## config.mk

```make
export PLATFORM = sky130hd
export DESIGN_NAME = kbd_matrix_ctl
export DESIGN_NICKNAME = d
export VERILOG_FILES = /design/src/rtl/kbd_pkg.sv /design/src/rtl/kbd_watchdog.sv /design/src/rtl/kbd_matrix_ctl.sv
export SDC_FILE = /design/constraint.sdc
export NUM_CORES = 1
export LEC_CHECK = 0
export CAP_MARGIN = 10
export CORE_ASPECT_RATIO = 0.9
export CORE_MARGIN = 2
export CORE_UTILIZATION = 50
export DETAILED_ROUTE_END_ITERATION = 12
export DONT_BUFFER_PORTS = 1
export PLACE_DENSITY_LB_ADDON = 0.25
export SYNTH_ARGS = -nofsm -noshare
export SYNTH_HDL_FRONTEND = slang
export SYNTH_HIERARCHICAL = 1
export SYNTH_SLANG_ARGS = --single-unit
```

## constraint.sdc

```tcl
create_clock -name strobe_clk_i -period 2.8 [get_ports strobe_clk_i]
set_clock_uncertainty 0.15 [all_clocks]
set_input_delay 0.28 -clock strobe_clk_i [delete_from_list [all_inputs] [get_ports strobe_clk_i]]
set_output_delay 0.28 -clock strobe_clk_i [all_outputs]
set_load 0.01 [all_outputs]
```

## src/rtl/kbd_pkg.sv

```systemverilog
// kbd_pkg - shared definitions for the keyboard-matrix interceptor.
//   PORTA/CRA/PORTB/CRB : PIA register-select encodings (pia1_rs_i values)
//   kbd_state_t         : watchdog state (IDLE, ACTIVE, CLEAR)
//   KBD_ROWS_MAX        : largest supported row count
//   KBD_RELEASED        : port B value with no key pressed
package kbd_pkg;

  localparam logic [1:0] PORTA = 2'd0;
  localparam logic [1:0] CRA   = 2'd1;
  localparam logic [1:0] PORTB = 2'd2;
  localparam logic [1:0] CRB   = 2'd3;

  localparam int         KBD_ROWS_MAX = 16;
  localparam logic [7:0] KBD_RELEASED = 8'hFF;

  typedef enum logic [1:0] {
    IDLE   = 2'd0,
    ACTIVE = 2'd1,
    CLEAR  = 2'd2
  } kbd_state_t;

endpackage

```

## src/rtl/kbd_watchdog.sv

```systemverilog
// kbd_watchdog - stuck-key watchdog for the keyboard matrix.
// Counts strobe cycles since the last accepted SPI matrix write and, when the
// host goes quiet for TIMEOUT_TICKS cycles, walks clear_ptr_o over every row
// so the top level can release the matrix one row per cycle.
// Ports:
//   strobe_clk_i  : clock, state advances on the falling edge
//   reset_i       : asynchronous active-high reset
//   spi_hit_i     : an SPI write to a valid matrix row this cycle
//   clear_done_i  : clear_ptr_o points at the last row
//   state_o       : current watchdog state
//   clear_ptr_o   : row being released while in CLEAR
module kbd_watchdog
  import kbd_pkg::*;
#(
  parameter int          ROW_AW        = 4,
  parameter logic [23:0] TIMEOUT_TICKS = 24'd1_000_000
) (
  input  logic              strobe_clk_i,
  input  logic              reset_i,
  input  logic              spi_hit_i,
  input  logic              clear_done_i,
  output kbd_state_t        state_o,
  output logic [ROW_AW-1:0] clear_ptr_o
);

  // A zero timeout disables the release path entirely.
  localparam bit          WD_EN  = (TIMEOUT_TICKS != 24'd0);
  localparam logic [23:0] RELOAD = TIMEOUT_TICKS - 24'd1;

  kbd_state_t        state_q, state_d;
  logic [23:0]       timer_q, timer_d;
  logic [ROW_AW-1:0] clear_ptr_q, clear_ptr_d;

  always_ff @(negedge strobe_clk_i or posedge reset_i) begin
    if (reset_i) begin
      state_q     <= IDLE;
      timer_q     <= '0;
      clear_ptr_q <= '0;
    end else begin
      state_q     <= state_d;
      timer_q     <= timer_d;
      clear_ptr_q <= clear_ptr_d;
    end
  end

  always_comb begin
    state_d     = state_q;
    timer_d     = timer_q;
    clear_ptr_d = clear_ptr_q;
    case (state_q)
      IDLE: begin
        if (spi_hit_i) begin
          timer_d = RELOAD;
          state_d = ACTIVE;
        end
      end
      ACTIVE: begin
        // A write landing on the expiry cycle still counts as a refresh.
        if (spi_hit_i) begin
          timer_d = RELOAD;
        end else if (WD_EN) begin
          if (timer_q == 24'd0) begin
            clear_ptr_d = '0;
            state_d     = CLEAR;
          end else begin
            timer_d = timer_q - 24'd1;
          end
        end
      end
      CLEAR: begin
        if (clear_done_i) begin
          clear_ptr_d = '0;
          state_d     = IDLE;
        end else begin
          clear_ptr_d = clear_ptr_q + ROW_AW'(1);
        end
      end
      default: state_d = IDLE;
    endcase
  end

  assign state_o     = state_q;
  assign clear_ptr_o = clear_ptr_q;

endmodule

```

## src/rtl/kbd_matrix_ctl.sv

```systemverilog
// kbd_matrix_ctl - PET keyboard-matrix interceptor.
// Holds a ROWS x COLS key matrix written by the host over SPI, tracks the row
// the CPU selects through PIA1 port A, and presents that row on port B reads
// whenever it has a pressed key (active-low bits). A watchdog releases the
// matrix if the host stops refreshing it.
// Ports:
//   strobe_clk_i   : clock, all state updates on the falling edge
//   reset_i        : asynchronous active-high reset
//   spi_addr_i/spi_data_i/spi_wr_en_i : pending SPI write
//   pia1_en_i/pia1_rs_i               : PIA1 select and register select
//   bus_data_i     : CPU write data (row number on port A writes)
//   cpu_rd_en_i/cpu_wr_en_i           : CPU bus strobes
//   kbd_data_o     : registered port B data for the selected row
//   kbd_data_oe    : drive port B read data instead of the real keyboard
//   kbd_active_o   : watchdog in ACTIVE
//   kbd_clearing_o : watchdog in CLEAR
module kbd_matrix_ctl
  import kbd_pkg::*;
#(
  parameter int          ROWS          = 10,
  parameter int          COLS          = 8,
  parameter logic [16:0] SPI_BASE      = 17'h0E800,
  parameter logic [23:0] TIMEOUT_TICKS = 24'd1_000_000
) (
  input  logic        strobe_clk_i,
  input  logic        reset_i,
  input  logic [16:0] spi_addr_i,
  input  logic [7:0]  spi_data_i,
  input  logic        spi_wr_en_i,
  input  logic        pia1_en_i,
  input  logic [1:0]  pia1_rs_i,
  input  logic [7:0]  bus_data_i,
  input  logic        cpu_rd_en_i,
  input  logic        cpu_wr_en_i,
  output logic [7:0]  kbd_data_o,
  output logic        kbd_data_oe,
  output logic        kbd_active_o,
  output logic        kbd_clearing_o
);

  localparam int                ROW_AW   = (ROWS > 1) ? $clog2(ROWS) : 1;
  localparam logic [4:0]        ROWS_W   = 5'(ROWS);
  localparam logic [ROW_AW-1:0] LAST_ROW = ROW_AW'(ROWS - 1);

  logic [COLS-1:0]   rows_flat [ROWS];
  logic [ROW_AW-1:0] current_row_q, current_row_d;
  logic [7:0]        kbd_data_q, kbd_data_d;
  logic [7:0]        row_word;
  kbd_state_t        wd_state;
  logic [ROW_AW-1:0] clear_ptr;
  logic              spi_hit;
  logic              row_sel;
  logic              clearing;

  // Base match on the upper address bits; indices past the last row are ignored.
  assign spi_hit  = spi_wr_en_i
                 && (spi_addr_i[16:4] == SPI_BASE[16:4])
                 && ({1'b0, spi_addr_i[3:0]} < ROWS_W);
  assign row_sel  = cpu_wr_en_i && pia1_en_i && (pia1_rs_i == PORTA);
  assign clearing = (wd_state == CLEAR);

  kbd_watchdog #(
    .ROW_AW        (ROW_AW),
    .TIMEOUT_TICKS (TIMEOUT_TICKS)
  ) u_watchdog (
    .strobe_clk_i  (strobe_clk_i),
    .reset_i       (reset_i),
    .spi_hit_i     (spi_hit),
    .clear_done_i  (clear_ptr == LAST_ROW),
    .state_o       (wd_state),
    .clear_ptr_o   (clear_ptr)
  );

  // One register per row; a CLEAR release takes precedence over SPI data,
  // and SPI writes during CLEAR are simply dropped.
  genvar gi;
  generate
    for (gi = 0; gi < ROWS; gi++) begin : g_row
      logic [COLS-1:0] row_q;

      always_ff @(negedge strobe_clk_i or posedge reset_i) begin
        if (reset_i) begin
          row_q <= '1;
        end else if (clearing) begin
          if (clear_ptr == ROW_AW'(gi)) row_q <= '1;
        end else if (spi_hit && (spi_addr_i[3:0] == 4'(gi))) begin
          row_q <= spi_data_i[COLS-1:0];
        end
      end

      assign rows_flat[gi] = row_q;
    end
  endgenerate

  // Selected row padded with released bits; rows beyond the matrix read as
  // released, like a decoder output that selects nothing.
  always_comb begin
    row_word = KBD_RELEASED;
    for (int r = 0; r < ROWS; r++) begin
      if (current_row_q == ROW_AW'(r)) row_word[COLS-1:0] = rows_flat[r];
    end
  end

  // Only one action per cycle: CLEAR, then SPI, then row select, then refresh.
  always_comb begin
    current_row_d = current_row_q;
    kbd_data_d    = kbd_data_q;
    if (!clearing && !spi_hit) begin
      if (row_sel) current_row_d = bus_data_i[ROW_AW-1:0];
      else         kbd_data_d    = row_word;
    end
  end

  always_ff @(negedge strobe_clk_i or posedge reset_i) begin
    if (reset_i) begin
      current_row_q <= '0;
      kbd_data_q    <= KBD_RELEASED;
    end else begin
      current_row_q <= current_row_d;
      kbd_data_q    <= kbd_data_d;
    end
  end

  assign kbd_data_o     = kbd_data_q;
  assign kbd_data_oe    = cpu_rd_en_i && pia1_en_i && (pia1_rs_i == PORTB)
                       && (kbd_data_q != KBD_RELEASED);
  assign kbd_active_o   = (wd_state == ACTIVE);
  assign kbd_clearing_o = clearing;

  // Data bits above COLS and bus bits above the row index are intentionally ignored.
  logic unused_bits;
  assign unused_bits = ^{spi_data_i, bus_data_i};

endmodule
```

==> results by group, run 1 <==
Run status
  – Status: finished, violations left
  – Failing checks: setup timing

Worst setup path
  – Reg2reg end: kbd_data_o[5]
  – Worst r2r src: current_row_q[1]
  – Crit end category: register
  – Reg-to-reg slack, setup: 0.40 ns
  – Max FO, Critical Path: 11
  – Crit-path slowest cell: or4_4
  – Critical path data arrival time: 2.10 ns
  – R2R depth: 5
  – WP depth: 9
  – Critical Path, Cell by Cell: nor4_4, nand3_4, nor2_4, nor2_2, nor2_2, o21ai_4, buf_12, or4_4, a21oi_2
  – Crit. Startpoint: spi_addr_i[9]
  – CP top delay family: simple AND/OR/NAND/NOR gates
  – Worst Setup Start Kind: primary input
  – CP Data Required Time: 1.67 ns
  – CP Capture Point: u_watchdog/timer_q[10]
  – WP buf/inv: 1
  – Crit path largest cell delay: 0.50 ns
  – Cell mode on critical path: nor2_2
  – Critical path type: primary input to register

Logic synthesis
  – Post-synth top area share: between 30% and 40%
  – Synth area leader: dfstp_2
  – Post-synthesis cell type count: 71
  – Synthesized flop and latch total: 122
  – Cells after synthesis: 656
  – Syn Nets: 700
  – Post-synth EDFFs: 0
  – Asr flop ratio synth: 100%
  – Syn Area/Cell: about 10 µm²
  – Main synth FF type: dfstp_2
  – Sequential fraction of the synthesis area: 48.1%
  – Yosys warns: 6
  – Top post-synthesis cells by area: dfstp_2 35%, dfrtn_1 13%, mux2i_1 7.8%
  – Post-Syn Area: around 0.0066 mm²

Final layout
  – Fill cells: around 840
  – Most frequent cells in the layout: 97 x inv_1, 95 x nor2_1, 88 x dfstp_2
  – Non-Filler Instances: between 1000 and 1500
  – Commonest non-fill, non-tap cell in the layout: inv_1
  – # diodes: 0
  – Final Cell Area: 0.00927 mm²
  – # nets final: between 800 and 900
  – Synth-to-Final Area Change: 40.9%
  – Share of layout cells above drive strength 1: 43.5%

CTS
  – Clk sinks: around 120
  – CTS max path bufs: 2
  – Root Buffer: clkbuf_16
  – Depth of the CTS H-tree: 4
  – Clock-pin slew on the worst setup and hold paths: 0.05 ns
  – Hold buffers post-CTS: 0
  – Clk_lat worst skew: 0.47 ns
  – CTS tree: built
  – CTS buffer count: 17

Power
  – Power per Cell Area: 722 mW/mm²
  – Tot Pwr: about 6.7 mW
  – Maximum vdd drop: approximately 0.55 mV
  – Leakage power: 3.93 nW

Die
  – Die Ht: 113 µm
  – Starting density of the core: between 50% and 60%
  – Chip Width: around 120 µm
  – Die ar.: 0.0141 mm²
  – Core outline area: 0.0128 mm²
  – I/O pins: 52
  – Std-Cell Rows: 39

Placement
  – Placed Area: 0.00756 mm²
  – HPWL after DPL: 12700 µm
  – Placed Instances: 862
  – GPL Wtd Cong: 0.843
  – IO buf count: 0
  – Pre-CTS setup slack: -0.832 ns

Timing
  – Unrepaired setup endpoints after global routing: true
  – Worst setup margin: -0.427 ns
  – Fin. Hold Viols: 0
  – Worst Max-Slew Pin Slew: 0.907 ns
  – Endpoints failing setup: 132
  – Slew Limit Fails: 0
  – Slew headroom: 39.5%
  – Total negative slack: -24.45 ns

Route
  – Vias per cell: 6.12
  – Total wire length: roughly 21000 µm
  – TritonRoute pass-1 iters: 5
  – DR iter-0 viols: 589
  – Wire per inst: around 21 µm
  – DRC viols: 0
  – DR vias: 6148
  – Routed Antenna Nets: 0

Global routing
  – Gr ovfl total: 0
  – Met1 Usage GRT: a little under two fifths
  – Total GRT Usage: about 30%
  – Largest net degree at the start of global routing: 93
  – First-pass GRT wire length: about 33000 µm
  – GRT met3 Usage: slightly above 10%
  – Met2 Usage GRT: 46.6%
  – Initial antenna violation count: 0
  – Gr busiest metal: met2
  – Vias in the first global route: 6346

Run
  – Max Cap Viol: 0

Hold path
  – Hold Startpoint: u_watchdog/timer_q[18]
  – Worst Hold Class: register to register
metrics by stage:
| step | hold WS (ns) | utilization, % |
|---|---|---|
| 4_1_cts | 0.289 | 71.2 |
| 3_5_place_dp | 0.287 | 59.1 |
| 2_1_floorplan | 0.251 | - |
| 6_report | 0.287 | 72.5 |
| 5_1_grt | 0.313 | 72.5 |
| 3_3_place_gp | 0.283 | 59.1 |
registers in the layout, indices dropped and copies added, names as in the netlist:
signal	count
current_row_q	4
kbd_data_o	8
u_watchdog/timer_q	24
u_watchdog/clear_ptr_o	4
u_watchdog/state_o	2
g_row.row_q	80
cells by family (layout without fill, tap and decap cells):
kind of cell | after synthesis | in the layout | synth area share, %
AO/OA/AOI/OAI | 138 | 138 | 13.8
buffers and inverters | 41 | 225 | 2.53
AND/OR/NAND/NOR | 268 | 268 | 21.7
multiplexers | 82 | 82 | 13.1
adder cells (fa/ha/maj) | 3 | 3 | 0.571
flip-flops | 122 | 122 | 48.1
XOR/XNOR | 2 | 2 | 0.266
synth_stat cells, types with 4 or more instances:
library cell and number:
nor2_1 107, dfstp_2 88, mux2i_1 51, a21oi_1 42, dfrtn_1 34, mux2_2 31, o21ai_0 31, nand2_1 28
nor3_1 28, nand2b_1 23, clkbuf_1 15, inv_1 12, o22ai_1 12, buf_2 10, nor2b_1 9, nor4_1 9
a221o_1 8, nand3_1 8, nand4_1 6, o211ai_1 6, or3_1 6, a31oi_1 5, and3_1 5, o31ai_1 5
nand4b_1 4, o41ai_1 4
report_power, final:
| part | total [mW] | internal, mW | switching, mW | leakage [nW] |
|---|---|---|---|---|
| combinational | 1.35 | 0.618 | 0.733 | 1.78 |
| clock | 2.93 | 1.66 | 1.27 | 0.788 |
| sequential | 2.41 | 2.12 | 0.296 | 1.37 |
| total | 6.69 | 4.39 | 2.30 | 3.93 |
cell type report:
type,count,area (µm²),area share (%)
sequential,122,3160,34.1
clock inverter,102,522,5.63
clock buffer,18,450,4.86
multi-input combinational,493,3890,41.9
tap,164,205,2.21
inverter,12,53.8,0.580
timing repair buffer,93,987,10.6
worst min-delay path by stage:
stage | to | slack [ns] | cells past startpoint
finish | u_watchdog/timer_q[18] | 0.29 | 1
floorplan | u_watchdog/timer_q[21] | 0.25 | 1
detailed placement | u_watchdog/timer_q[21] | 0.29 | 1
global placement | u_watchdog/timer_q[21] | 0.28 | 1
global route | u_watchdog/timer_q[18] | 0.31 | 1
CTS | u_watchdog/timer_q[18] | 0.29 | 1
timing repair:
item / in CTS / in global routing
setup buffers: 16 / 6
setup endpoints to repair: 114 / 133
resized for setup: 102 / 30
cloned: 4 / 0
pin swaps: 31 / 19
layer usage:
layer | share of wire, % | routed length (µm)
met5 | 0 | 0
met4 | 2.5 | 521
met3 | 9.2 | 1900
met2 | 47 | 9660
met1 | 41 | 8540
Note: power is estimated with default switching activity, not from simulation.
==> inputs of run 2 (changes only) <==
--- a/config.mk
+++ b/config.mk
@@ -8,7 +8,8 @@
 export CAP_MARGIN = 10
 export CORE_ASPECT_RATIO = 0.9
 export CORE_MARGIN = 2
-export CORE_UTILIZATION = 50
+export CORE_UTILIZATION = 48
+export CTS_CLUSTER_DIAMETER = 50
 export DETAILED_ROUTE_END_ITERATION = 12
 export DONT_BUFFER_PORTS = 1
 export PLACE_DENSITY_LB_ADDON = 0.25
==> results by group, run 2 (synthesis gave the netlist of run 1 again) <==
Run status
  – Status: finished, violations left
  – Failing checks: setup timing

Route
  – DRC viols: 0
  – Total wire length: ~20000 µm
  – Vias per cell: between 6 and 7
  – TritonRoute pass-1 iters: 7
  – DR vias: just over 6000
  – Routed Antenna Nets: 0
  – Wire per inst: 20.3 µm
  – DR iter-0 viols: 486

Power
  – Psw: 2.29 mW
  – Maximum vdd drop: 0.534 mV
  – Tot Pwr: 6.52 mW
  – Leakage power: 3.92 nW
  – Sw Ratio: a little over a third
  – Flop pwr share: 36.7%
  – Combinational power share: 20.9%
  – Pint: 4.23 mW
  – Power per Cell Area: between 700 and 800 mW/mm²
  – Clock power share: 42.3%

CTS
  – Root Buffer: clkbuf_16
  – CTS buffer count: 17
  – CTS tree: built
  – Depth of the CTS H-tree: 4
  – Clock-pin slew on the worst setup and hold paths: 0.04 ns
  – CTS max path bufs: 2
  – Clk sinks: 122
  – Clk_lat worst skew: 0.47 ns

Final layout
  – # nets final: 872
  – Reg with most FFs: g_row.row_q
  – Commonest non-fill, non-tap cell in the layout: inv_1
  – Largest register FFs: 80
  – Fin util: 69.5%
  – Synth-to-Final Area Change: 41.2%
  – Non-Filler Instances: 1009
  – Share of layout cells above drive strength 1: 43.4%
  – Multi-input logic area: 0.00393 mm²
  – # diodes: 0
  – Register area: 0.00316 mm²
  – Final Cell Area: slightly above 0.009 mm²
  – Most frequent cells in the layout: 97 x inv_1, 96 x nor2_1, 88 x dfstp_2
  – Fill cells: 918

Worst setup path
  – Worst Setup Start Kind: primary input
  – Crit. Startpoint: spi_addr_i[12]
  – Critical path data arrival time: 1.91 ns
  – Crit-path slowest cell: nor4b_4
  – CP top delay family: simple AND/OR/NAND/NOR gates
  – WP buf/inv: 2
  – Reg-to-reg slack, setup: 0.26 ns
  – Max FO, Critical Path: 4
  – CP Data Required Time: 1.48 ns
  – Critical Path, Cell by Cell: nor4b_4, nand2b_4, nor2_4, nor2_2, nor2_2, buf_4, o21ai_4, buf_6, o41ai_4, a21oi_1
  – Cell mode on critical path: nor2_2
  – Crit end category: register
  – Crit path largest cell delay: 0.36 ns
  – Reg2reg end: u_watchdog/timer_q[2]
  – Worst r2r src: u_watchdog/timer_q[4]
  – Critical path type: primary input to register
  – R2R depth: 7

Timing
  – Fin. Hold Viols: 0
  – Slew Limit Fails: 0
  – Worst Max-Slew Pin Slew: 0.736 ns
  – Endpoints failing setup: 131
  – Worst setup margin: -0.430 ns
  – WHS: 0.280 ns
  – Total negative slack: -30.26 ns
  – Slew headroom: 50.8%
  – Unrepaired setup endpoints after global routing: true

Global routing
  – Gr busiest metal: met2
  – First-pass GRT wire length: 31500 µm
  – Vias in the first global route: around 6200
  – Met1 Usage GRT: 36.3%
  – Largest net degree at the start of global routing: 93
  – Total GRT Usage: 27.8%
  – GRT met3 Usage: roughly 7.9%
  – Initial antenna violation count: 0
  – Gr ovfl total: 0
  – Met2 Usage GRT: 44.3%

Hold path
  – Hold Startpoint: u_watchdog/timer_q[21]
  – Worst Hold Endpoint: u_watchdog/timer_q[21]
  – Worst Hold Class: register to register
  – Min-Delay Path Depth: 1

Placement
  – Placed Instances: around 860
  – HPWL after DPL: 12800 µm
  – GPL Wtd Cong: 0.866
  – Pre-CTS setup slack: -0.794 ns
  – Placed Area: about 0.0075 mm²
  – IO buf count: 0

Die
  – Die ar.: 0.0147 mm²
  – I/O pins: 52
  – Starting density of the core: 49.2%
  – Std-Cell Rows: 40
  – Die Ht: 115 µm
  – Chip Width: 127 µm
  – Core outline area: 0.0134 mm²

Run
  – Max Cap Viol: 0
==> run 2: changes by cell type in the layout (fill, tap and decap cells not counted), moves of 3 or more <==
cell,previous run,this run
mux2i_1,41,44
buf_6,21,18
inv_6,2,5
mux2i_2,10,7
==> run 2: worst max path at each step <==
stage	endpoint	cells past startpoint
after CTS	kbd_data_oe	3
after global routing	u_watchdog/timer_q[11]	10
after detailed placement	u_watchdog/timer_q[2]	10
final	u_watchdog/timer_q[11]	10
after global placement	u_watchdog/timer_q[2]	10
after floorplan	g_row[1].row_q[0]	6
==> run 2: repair_timing <==
item,in CTS,in global routing
gates resized for setup,89,51
pin swaps,24,19
hold buffers,0,0
buffers inserted,17,15
endpoints found under the setup margin,102,128
gates cloned,4,1
==> run 2: metal layers <==
metal / vias up / part of all wire, %
met5: - / 0
met2: 256 / 49
met1: 3071 / 43
li1: 2763 / -
met4: 0 / 1.9
met3: 40 / 6.8
==> run 2: power groups by stage <==
stage | registers (mW) | logic (mW) | clock network [mW]
floorplan | 2.29 | 0.848 | 0.192
global placement | 2.38 | 1.10 | 0.192
detailed placement | 2.39 | 1.14 | 0.192
CTS | 2.38 | 1.29 | 2.80
global route | 2.42 | 1.45 | 2.97
finish | 2.39 | 1.36 | 2.76
==> run 2: area by class of cell <==
type / instances / share of cell area, %
clock buffer: 17 / 4.58
clock inverter: 103 / 5.44
inverter: 12 / 0.579
multi-input combinational: 494 / 42.3
sequential: 122 / 34.1
tap: 168 / 2.26
timing repair buffer: 93 / 10.7
